### src/rtl/ram_port_arbiter_if.sv
// ram_port_arbiter_if: bundles the two requester buses and the shared BRAM port
// of ram_port_arbiter. The slave modport is the arbiter. The master modport is its environment,
// which holds both requesters and the RAM.
interface ram_port_arbiter_if #(
   parameter int unsigned DATA_WIDTH    = 8,
   parameter int unsigned ADDRESS_WIDTH = 8
);
   // Requester 0
   logic                     req_0;
   logic                     we_0;
   logic [ADDRESS_WIDTH-1:0] addr_0;
   logic [DATA_WIDTH-1:0]    wdata_0;
   logic                     gnt_0;
   logic                     rvalid_0;
   logic [DATA_WIDTH-1:0]    rdata_0;
   // Requester 1
   logic                     req_1;
   logic                     we_1;
   logic [ADDRESS_WIDTH-1:0] addr_1;
   logic [DATA_WIDTH-1:0]    wdata_1;
   logic                     gnt_1;
   logic                     rvalid_1;
   logic [DATA_WIDTH-1:0]    rdata_1;
   // Shared RAM port
   logic                     ram_cs;
   logic                     ram_we;
   logic                     ram_oe;
   logic [ADDRESS_WIDTH-1:0] ram_address;
   logic [DATA_WIDTH-1:0]    ram_din;
   logic [DATA_WIDTH-1:0]    ram_dout;

   modport slave (
      input  req_0, we_0, addr_0, wdata_0,
      input  req_1, we_1, addr_1, wdata_1,
      input  ram_dout,
      output gnt_0, rvalid_0, rdata_0,
      output gnt_1, rvalid_1, rdata_1,
      output ram_cs, ram_we, ram_oe, ram_address, ram_din
   );

   modport master (
      output req_0, we_0, addr_0, wdata_0,
      output req_1, we_1, addr_1, wdata_1,
      output ram_dout,
      input  gnt_0, rvalid_0, rdata_0,
      input  gnt_1, rvalid_1, rdata_1,
      input  ram_cs, ram_we, ram_oe, ram_address, ram_din
   );
endinterface

### src/rtl/ram_port_arbiter.sv
// ram_port_arbiter: two requesters share one synchronous BRAM port.
// The grant is Mealy, so beats from one owner follow each other without a bubble.
// By default it arbitrates round-robin and limits each owner to MAX_BURST consecutive beats.
// Define ARB_FIXED_PRIO_EN to switch to strict priority: port 0 always wins.
// The RAM command is registered, and read data returns two cycles after the grant.
module ram_port_arbiter #(
   parameter int unsigned DATA_WIDTH    = 8,
   parameter int unsigned ADDRESS_WIDTH = 8,
   parameter int unsigned MAX_BURST     = 4
) (
   input logic               clk,
   input logic               rst,
   ram_port_arbiter_if.slave bus
);
   typedef enum logic [1:0] {StIdle, StOwn0, StOwn1} state_e;

   state_e                   state_q, state_d;
   logic                     rr_q, rr_d;              // port granted most recently
   logic [7:0]               burst_cnt_q, burst_cnt_d;
   logic                     gnt_0, gnt_1, gnt_any;
   logic                     we_sel;
   logic [ADDRESS_WIDTH-1:0] addr_sel;
   logic [DATA_WIDTH-1:0]    wdata_sel;

   logic                     ram_cs_q, ram_we_q, ram_oe_q;
   logic [ADDRESS_WIDTH-1:0] ram_address_q;
   logic [DATA_WIDTH-1:0]    ram_din_q;

   // Read tag pipe: stage 1 lines up with the RAM command, stage 2 with ram_dout
   logic                     tag1_vld_q, tag1_own_q, tag2_vld_q, tag2_own_q;

`ifndef ARB_FIXED_PRIO_EN
   logic burst_ok;
   assign burst_ok = 32'(burst_cnt_q) < (MAX_BURST - 1);
`endif

   // Grant decision and next state
   always_comb begin
      gnt_0       = 1'b0;
      gnt_1       = 1'b0;
      burst_cnt_d = burst_cnt_q;
`ifdef ARB_FIXED_PRIO_EN
      gnt_0 = bus.req_0;
      gnt_1 = bus.req_1 & ~bus.req_0;
`else
      unique case (state_q)
         StOwn0: begin
            if (bus.req_0 && (burst_ok || !bus.req_1)) begin
               gnt_0 = 1'b1;
               if (burst_cnt_q != 8'hFF) burst_cnt_d = burst_cnt_q + 8'd1;
            end else begin
               gnt_1       = bus.req_1;
               burst_cnt_d = '0;
            end
         end
         StOwn1: begin
            if (bus.req_1 && (burst_ok || !bus.req_0)) begin
               gnt_1 = 1'b1;
               if (burst_cnt_q != 8'hFF) burst_cnt_d = burst_cnt_q + 8'd1;
            end else begin
               gnt_0       = bus.req_0;
               burst_cnt_d = '0;
            end
         end
         default: begin
            burst_cnt_d = '0;
            if (bus.req_0 && bus.req_1) begin
               // Tie goes to the port that was not granted last
               gnt_0 = rr_q;
               gnt_1 = ~rr_q;
            end else begin
               gnt_0 = bus.req_0;
               gnt_1 = bus.req_1;
            end
         end
      endcase
`endif
      if (rst) begin
         gnt_0 = 1'b0;
         gnt_1 = 1'b0;
      end
      state_d = gnt_0 ? StOwn0 : (gnt_1 ? StOwn1 : StIdle);
      rr_d    = gnt_0 ? 1'b0 : (gnt_1 ? 1'b1 : rr_q);
   end

   assign gnt_any   = gnt_0 | gnt_1;
   assign we_sel    = gnt_0 ? bus.we_0    : bus.we_1;
   assign addr_sel  = gnt_0 ? bus.addr_0  : bus.addr_1;
   assign wdata_sel = gnt_0 ? bus.wdata_0 : bus.wdata_1;

   // Arbiter state register
   always_ff @(posedge clk) begin
      if (rst) begin
         state_q     <= StIdle;
         rr_q        <= 1'b1;
         burst_cnt_q <= '0;
      end else begin
         state_q     <= state_d;
         rr_q        <= rr_d;
         burst_cnt_q <= burst_cnt_d;
      end
   end

   // Registered RAM command; address and data hold while idle
   always_ff @(posedge clk) begin
      if (rst) begin
         ram_cs_q      <= 1'b0;
         ram_we_q      <= 1'b0;
         ram_oe_q      <= 1'b0;
         ram_address_q <= '0;
         ram_din_q     <= '0;
      end else begin
         ram_cs_q <= gnt_any;
         ram_we_q <= gnt_any & we_sel;
         ram_oe_q <= gnt_any & ~we_sel;
         if (gnt_any) begin
            ram_address_q <= addr_sel;
            ram_din_q     <= wdata_sel;
         end
      end
   end

   // Owner tags for reads in flight; reset drops them
   always_ff @(posedge clk) begin
      if (rst) begin
         tag1_vld_q <= 1'b0;
         tag1_own_q <= 1'b0;
         tag2_vld_q <= 1'b0;
         tag2_own_q <= 1'b0;
      end else begin
         tag1_vld_q <= gnt_any & ~we_sel;
         tag1_own_q <= gnt_1;
         tag2_vld_q <= tag1_vld_q;
         tag2_own_q <= tag1_own_q;
      end
   end

   assign bus.gnt_0       = gnt_0;
   assign bus.gnt_1       = gnt_1;
   assign bus.rvalid_0    = tag2_vld_q & ~tag2_own_q;
   assign bus.rvalid_1    = tag2_vld_q & tag2_own_q;
   assign bus.rdata_0     = bus.ram_dout;
   assign bus.rdata_1     = bus.ram_dout;
   assign bus.ram_cs      = ram_cs_q;
   assign bus.ram_we      = ram_we_q;
   assign bus.ram_oe      = ram_oe_q;
   assign bus.ram_address = ram_address_q;
   assign bus.ram_din     = ram_din_q;
endmodule

### src/flat_wrapper.sv
// flat-port wrapper written by rule: the top's interface ports become plain ports
module ram_port_arbiter_flat 
#(
   parameter int unsigned DATA_WIDTH    = 8,
   parameter int unsigned ADDRESS_WIDTH = 8,
   parameter int unsigned MAX_BURST     = 4
)
  (clk, rst, bus_req_0, bus_we_0, bus_addr_0, bus_wdata_0, bus_req_1, bus_we_1, bus_addr_1, bus_wdata_1, bus_ram_dout, bus_gnt_0, bus_rvalid_0, bus_rdata_0, bus_gnt_1, bus_rvalid_1, bus_rdata_1, bus_ram_cs, bus_ram_we, bus_ram_oe, bus_ram_address, bus_ram_din);
  ram_port_arbiter_if #(.DATA_WIDTH(DATA_WIDTH), .ADDRESS_WIDTH(ADDRESS_WIDTH)) bus_i ();
  input logic clk;
  input logic rst;
  input wire logic [$bits(bus_i.req_0)-1:0] bus_req_0;
  input wire logic [$bits(bus_i.we_0)-1:0] bus_we_0;
  input wire logic [$bits(bus_i.addr_0)-1:0] bus_addr_0;
  input wire logic [$bits(bus_i.wdata_0)-1:0] bus_wdata_0;
  input wire logic [$bits(bus_i.req_1)-1:0] bus_req_1;
  input wire logic [$bits(bus_i.we_1)-1:0] bus_we_1;
  input wire logic [$bits(bus_i.addr_1)-1:0] bus_addr_1;
  input wire logic [$bits(bus_i.wdata_1)-1:0] bus_wdata_1;
  input wire logic [$bits(bus_i.ram_dout)-1:0] bus_ram_dout;
  output wire logic [$bits(bus_i.gnt_0)-1:0] bus_gnt_0;
  output wire logic [$bits(bus_i.rvalid_0)-1:0] bus_rvalid_0;
  output wire logic [$bits(bus_i.rdata_0)-1:0] bus_rdata_0;
  output wire logic [$bits(bus_i.gnt_1)-1:0] bus_gnt_1;
  output wire logic [$bits(bus_i.rvalid_1)-1:0] bus_rvalid_1;
  output wire logic [$bits(bus_i.rdata_1)-1:0] bus_rdata_1;
  output wire logic [$bits(bus_i.ram_cs)-1:0] bus_ram_cs;
  output wire logic [$bits(bus_i.ram_we)-1:0] bus_ram_we;
  output wire logic [$bits(bus_i.ram_oe)-1:0] bus_ram_oe;
  output wire logic [$bits(bus_i.ram_address)-1:0] bus_ram_address;
  output wire logic [$bits(bus_i.ram_din)-1:0] bus_ram_din;
  assign bus_i.req_0 = bus_req_0;
  assign bus_i.we_0 = bus_we_0;
  assign bus_i.addr_0 = bus_addr_0;
  assign bus_i.wdata_0 = bus_wdata_0;
  assign bus_i.req_1 = bus_req_1;
  assign bus_i.we_1 = bus_we_1;
  assign bus_i.addr_1 = bus_addr_1;
  assign bus_i.wdata_1 = bus_wdata_1;
  assign bus_i.ram_dout = bus_ram_dout;
  assign bus_gnt_0 = bus_i.gnt_0;
  assign bus_rvalid_0 = bus_i.rvalid_0;
  assign bus_rdata_0 = bus_i.rdata_0;
  assign bus_gnt_1 = bus_i.gnt_1;
  assign bus_rvalid_1 = bus_i.rvalid_1;
  assign bus_rdata_1 = bus_i.rdata_1;
  assign bus_ram_cs = bus_i.ram_cs;
  assign bus_ram_we = bus_i.ram_we;
  assign bus_ram_oe = bus_i.ram_oe;
  assign bus_ram_address = bus_i.ram_address;
  assign bus_ram_din = bus_i.ram_din;
  ram_port_arbiter #(.DATA_WIDTH(DATA_WIDTH), .ADDRESS_WIDTH(ADDRESS_WIDTH), .MAX_BURST(MAX_BURST)) u_core (.clk(clk), .rst(rst), .bus(bus_i));
endmodule
### config.mk
export PLATFORM = sky130hd
export DESIGN_NAME = ram_port_arbiter_flat
export DESIGN_NICKNAME = d
export VERILOG_FILES = /design/src/rtl/ram_port_arbiter_if.sv /design/src/rtl/ram_port_arbiter.sv /design/src/flat_wrapper.sv
export SDC_FILE = /design/constraint.sdc
export NUM_CORES = 1
export LEC_CHECK = 0
export ABC_AREA = 0
export CORE_ASPECT_RATIO = 1.75
export CORE_MARGIN = 10
export CORE_UTILIZATION = 35
export DETAILED_ROUTE_END_ITERATION = 8
export GPL_ROUTABILITY_DRIVEN = 0
export HOLD_SLACK_MARGIN = 0.02
export PLACE_DENSITY = 0.66
export SYNTH_ARGS = -nofsm -noshare
export SYNTH_HDL_FRONTEND = slang
export SYNTH_SLANG_ARGS = --single-unit
### constraint.sdc
create_clock -name clk -period 2.9 [get_ports clk]
set_clock_uncertainty 0.05 [all_clocks]
set_input_delay 0.58 -clock clk [delete_from_list [all_inputs] [get_ports clk]]
set_output_delay 0.58 -clock clk [all_outputs]
set_load 0.1 [all_outputs]
==> impl_metrics.yaml, run 1 <==
synth:
  post_synth_inst_count: 219
  synth-compound-area-share_pct: 21.2
  synth_cell_types: 41
  synth_fa_ha_area_share_pct: 1.95
  synth-warning-count: 0
  largest_family_of_logic_cells_by_synthesized_area: "simple AND/OR/NAND/NOR gates"
  synth-simple-area-share_pct: 28.0
  asyncSetResetFlopFracSynth_pct: 0
  synth_top_area_cell: "dfxtp_1"
  yosysSeqAreaShare_pct: 34.4
  syn_area_um2: 1920
  xor_xnor_portion_of_the_synthesized_cell_area_pct: 1.82
  synth_top_cells_by_area: "dfxtp_1 34%, a311oi_1 7.3%, nand4_1 6.8%"
  yosys_register_bits: 33
  synth-edff-count: 0
  synth.top_cell.area_share_pct: 34.4
  synth-main-ff-cell: "dfxtp_1"
  syn_area_per_cell_um2: 8.78
  syn-num-nets: 268
  post_synth_mux_area_share_pct: 1.04
global_routing:
  grt_util_all_layers_pct: 13.3
  grt.overflow.total: 0
  pin_count_of_the_biggest_net_entering_global_routing: 28
  grt_antenna_before_repair: 0
  grt_pass1_wl_um: 9980
  grt_pass1_vias: 1967
cells_and_area:
  num-fill-cells: 521
  nets: 313
  layout_cell_share_with_drive_strength_beyond_1_pct: 20.0
  area_delta_synth_final_pct: 35.4
  antenna_cells_inserted: 0
sta:
  hold_viol_final: 0
  fin_crit_ps: 2760
  tns_ps: 0
  tightestPinTransition_ps: 548
  fin_worst_hold_slack_ps: 412
  max_transition_viols_final: 0
  grt_setup_unrepaired: "false"
  portion_of_the_clock_cycle_consumed_by_the_worst_path_in_the_final_layout_pct: 95.0
  timing.slew.headroom_pct: 63.2
  setup_viol: 0
  max_clock_freq_mhz: 363
die:
  area_of_the_die_um2: 8970
  floorplan.initialDensity_pct: 36.3
  chipHeight_um: 118
  floorplan.io_pins: 85
  rows: 35
  dieWidth_um: 76.0
  fp.coreArea_um2: 5300
clock_tree:
  tritoncts.num_buffers: 5
  tritoncts_num_sinks: 33
  htree_num_levels: 2
  cts-resized-gates: 0
  cts.reportedPaths.clkPinSlew_ps: 70
  clk-insertion-delay-late_ps: 280
  clock_tree_from_tritoncts: "built"
  clock_tree.buffer_depth: 2
  cts.root.buffer_cell: "clkbuf_8"
  post-cts-setup-buffers: 0
  hold_buffers: 0
power:
  switching_power_mw: 0.768
  totalPowerFinal_mw: 1.78
  power.switching_fraction_pct: 43.2
  portion_of_total_power_attributed_to_sequential_cells_pct: 30.3
  p_int_mw: 1.01
  power.share.clock_pct: 25.0
  vdd_drop_max_uv: 487
  power.leakage_nw: 0.953
  share_comb_of_total_power_pct: 44.7
  powerDensity_nw_per_um2: 684
route:
  routed_wl_um: 6140
  viasPerCell: 5.63
  antenna_violation_net_count_after_detailed_routing: 0
  dr.pass1.iters: 4
  detail_route.iter0.violations: 136
  route.vias.total: 1907
  remaining_drc_errors: 0
  detail_route.wl_per_cell_um: 18.1
min_path:
  worst_min_path_class: "reg -> reg"
  worstHoldPathCells: 1
critical_path:
  worst_setup_path_start_kind: "primary input"
  rr_worst_depth: 6
  worstPathMaxFanout: 7
  worstSetupEndpointType: "primary output"
  criticalPathCategory: "in -> out"
  worst_ep_arrival_time_ps: 2130
  critical_path_required_ps: 2270
run:
  drv_cap: 0
outcome:
  status: "finished clean"
place:
  post-dp-hpwl_um: 4520
  io_buffer_count: 60
[cells by family (layout without fill, tap and decap cells)]
logic type | count (synthesis) | after routing
compound gates | 49 | 49
buf+inv | 39 | 85
fa+ha+maj | 3 | 3
mux | 2 | 2
xor+xnor | 4 | 4
flops | 33 | 33
simple gates | 89 | 89
[worst max-delay path, stage by stage]
cell             delay (ps)
clkdlybuf4s50_1         600
nor2b_1                 310
nand4_1                 250
nand3_4                 180
nor2_4                   40
buf_12                  170
[sequential cells by signal, summed over array words and instances, names as in the netlist]
signal                  count
u_core.burst_cnt_q          8
u_core.bus.ram_address      8
u_core.bus.ram_cs           1
u_core.bus.ram_din          8
u_core.bus.ram_we           1
u_core.rr_q                 1
u_core.state_q              2
u_core.tag1_own_q           1
u_core.tag1_vld_q           1
u_core.tag2_own_q           1
u_core.tag2_vld_q           1
[power by group through the flow]
stage / registers [mW] / clock network [mW] / logic (mW)
2_1_floorplan: 0.877 / 0 / 0.349
3_3_place_gp: 0.547 / 0 / 0.799
3_5_place_dp: 0.550 / 0 / 0.802
4_1_cts: 0.540 / 0.457 / 0.804
5_1_grt: 0.546 / 0.474 / 0.835
6_report: 0.539 / 0.445 / 0.796
[metrics by stage]
stage | instance area [um^2] | worst slack, ps | cells | utilization [%]
CTS | 2600 | 129 | 339 | 49.1
finish | 2600 | 144 | 339 | 49.1
floorplan | 1940 | 173 | 219 | -
global placement | 2490 | 220 | 331 | 46.9
detailed placement | 2490 | 176 | 331 | 46.9
global route | 2600 | 40.2 | 339 | 49.1
[cell type report]
class / count / area [um^2] / share of cell area [%]
multi-input combinational: 147 / 1050 / 40.4
timing repair buffer: 73 / 666 / 25.6
sequential: 33 / 661 / 25.4
tap: 74 / 92.6 / 3.56
clock buffer: 7 / 86.3 / 3.32
clock inverter: 1 / 30.0 / 1.15
inverter: 4 / 15.0 / 0.577
[layout by cell type, fill, tap and decap left out, types with 7 or more instances in the layout]
cell type,synthesis,layout
nor3_1,10,10
buf_4,16,34
o31ai_1,16,16
nand4_1,21,21
nor2b_1,7,7
clkdlybuf4s50_1,0,37
a311oi_1,16,16
nor4_1,16,16
dfxtp_1,33,33
[worst paths after layout]
path / start / end / slack, ps
worst max register to register: u_core.burst_cnt_q[0] / u_core.tag1_vld_q / 770
worst max-delay path: bus_req_1 / bus_gnt_0 / 140
worst min-delay path: u_core.tag1_own_q / u_core.tag2_own_q / 410
worst min register to register: u_core.tag1_own_q / u_core.tag2_own_q / 410
[metal layers]
layer,share of wire (%),track usage (%),vias up
met2,53,24.4,64
met3,4.2,3.36,8
met1,42,14.0,896
met4,1.3,4.52,0
li1,-,-,939
met5,0,0,-
[synth_stat cells, types with 6 or more instances]
master	instances
a311oi_1	16
buf_2	8
buf_4	16
clkbuf_1	9
dfxtp_1	33
nand2_1	6
nand3_1	6
nand4_1	21
nor2_1	7
nor2b_1	7
nor3_1	10
nor4_1	16
o31ai_1	16
Note: power is estimated with default switching activity, not from simulation.
==> inputs of run 2 (changes only) <==
--- a/config.mk
+++ b/config.mk
@@ -10,7 +10,6 @@
 export CORE_MARGIN = 10
 export CORE_UTILIZATION = 35
 export DETAILED_ROUTE_END_ITERATION = 8
-export GPL_ROUTABILITY_DRIVEN = 0
 export HOLD_SLACK_MARGIN = 0.02
 export PLACE_DENSITY = 0.66
 export SYNTH_ARGS = -nofsm -noshare
==> results of run 2 <==
The final DEF is identical to that of run 1; final timing and power are the same.
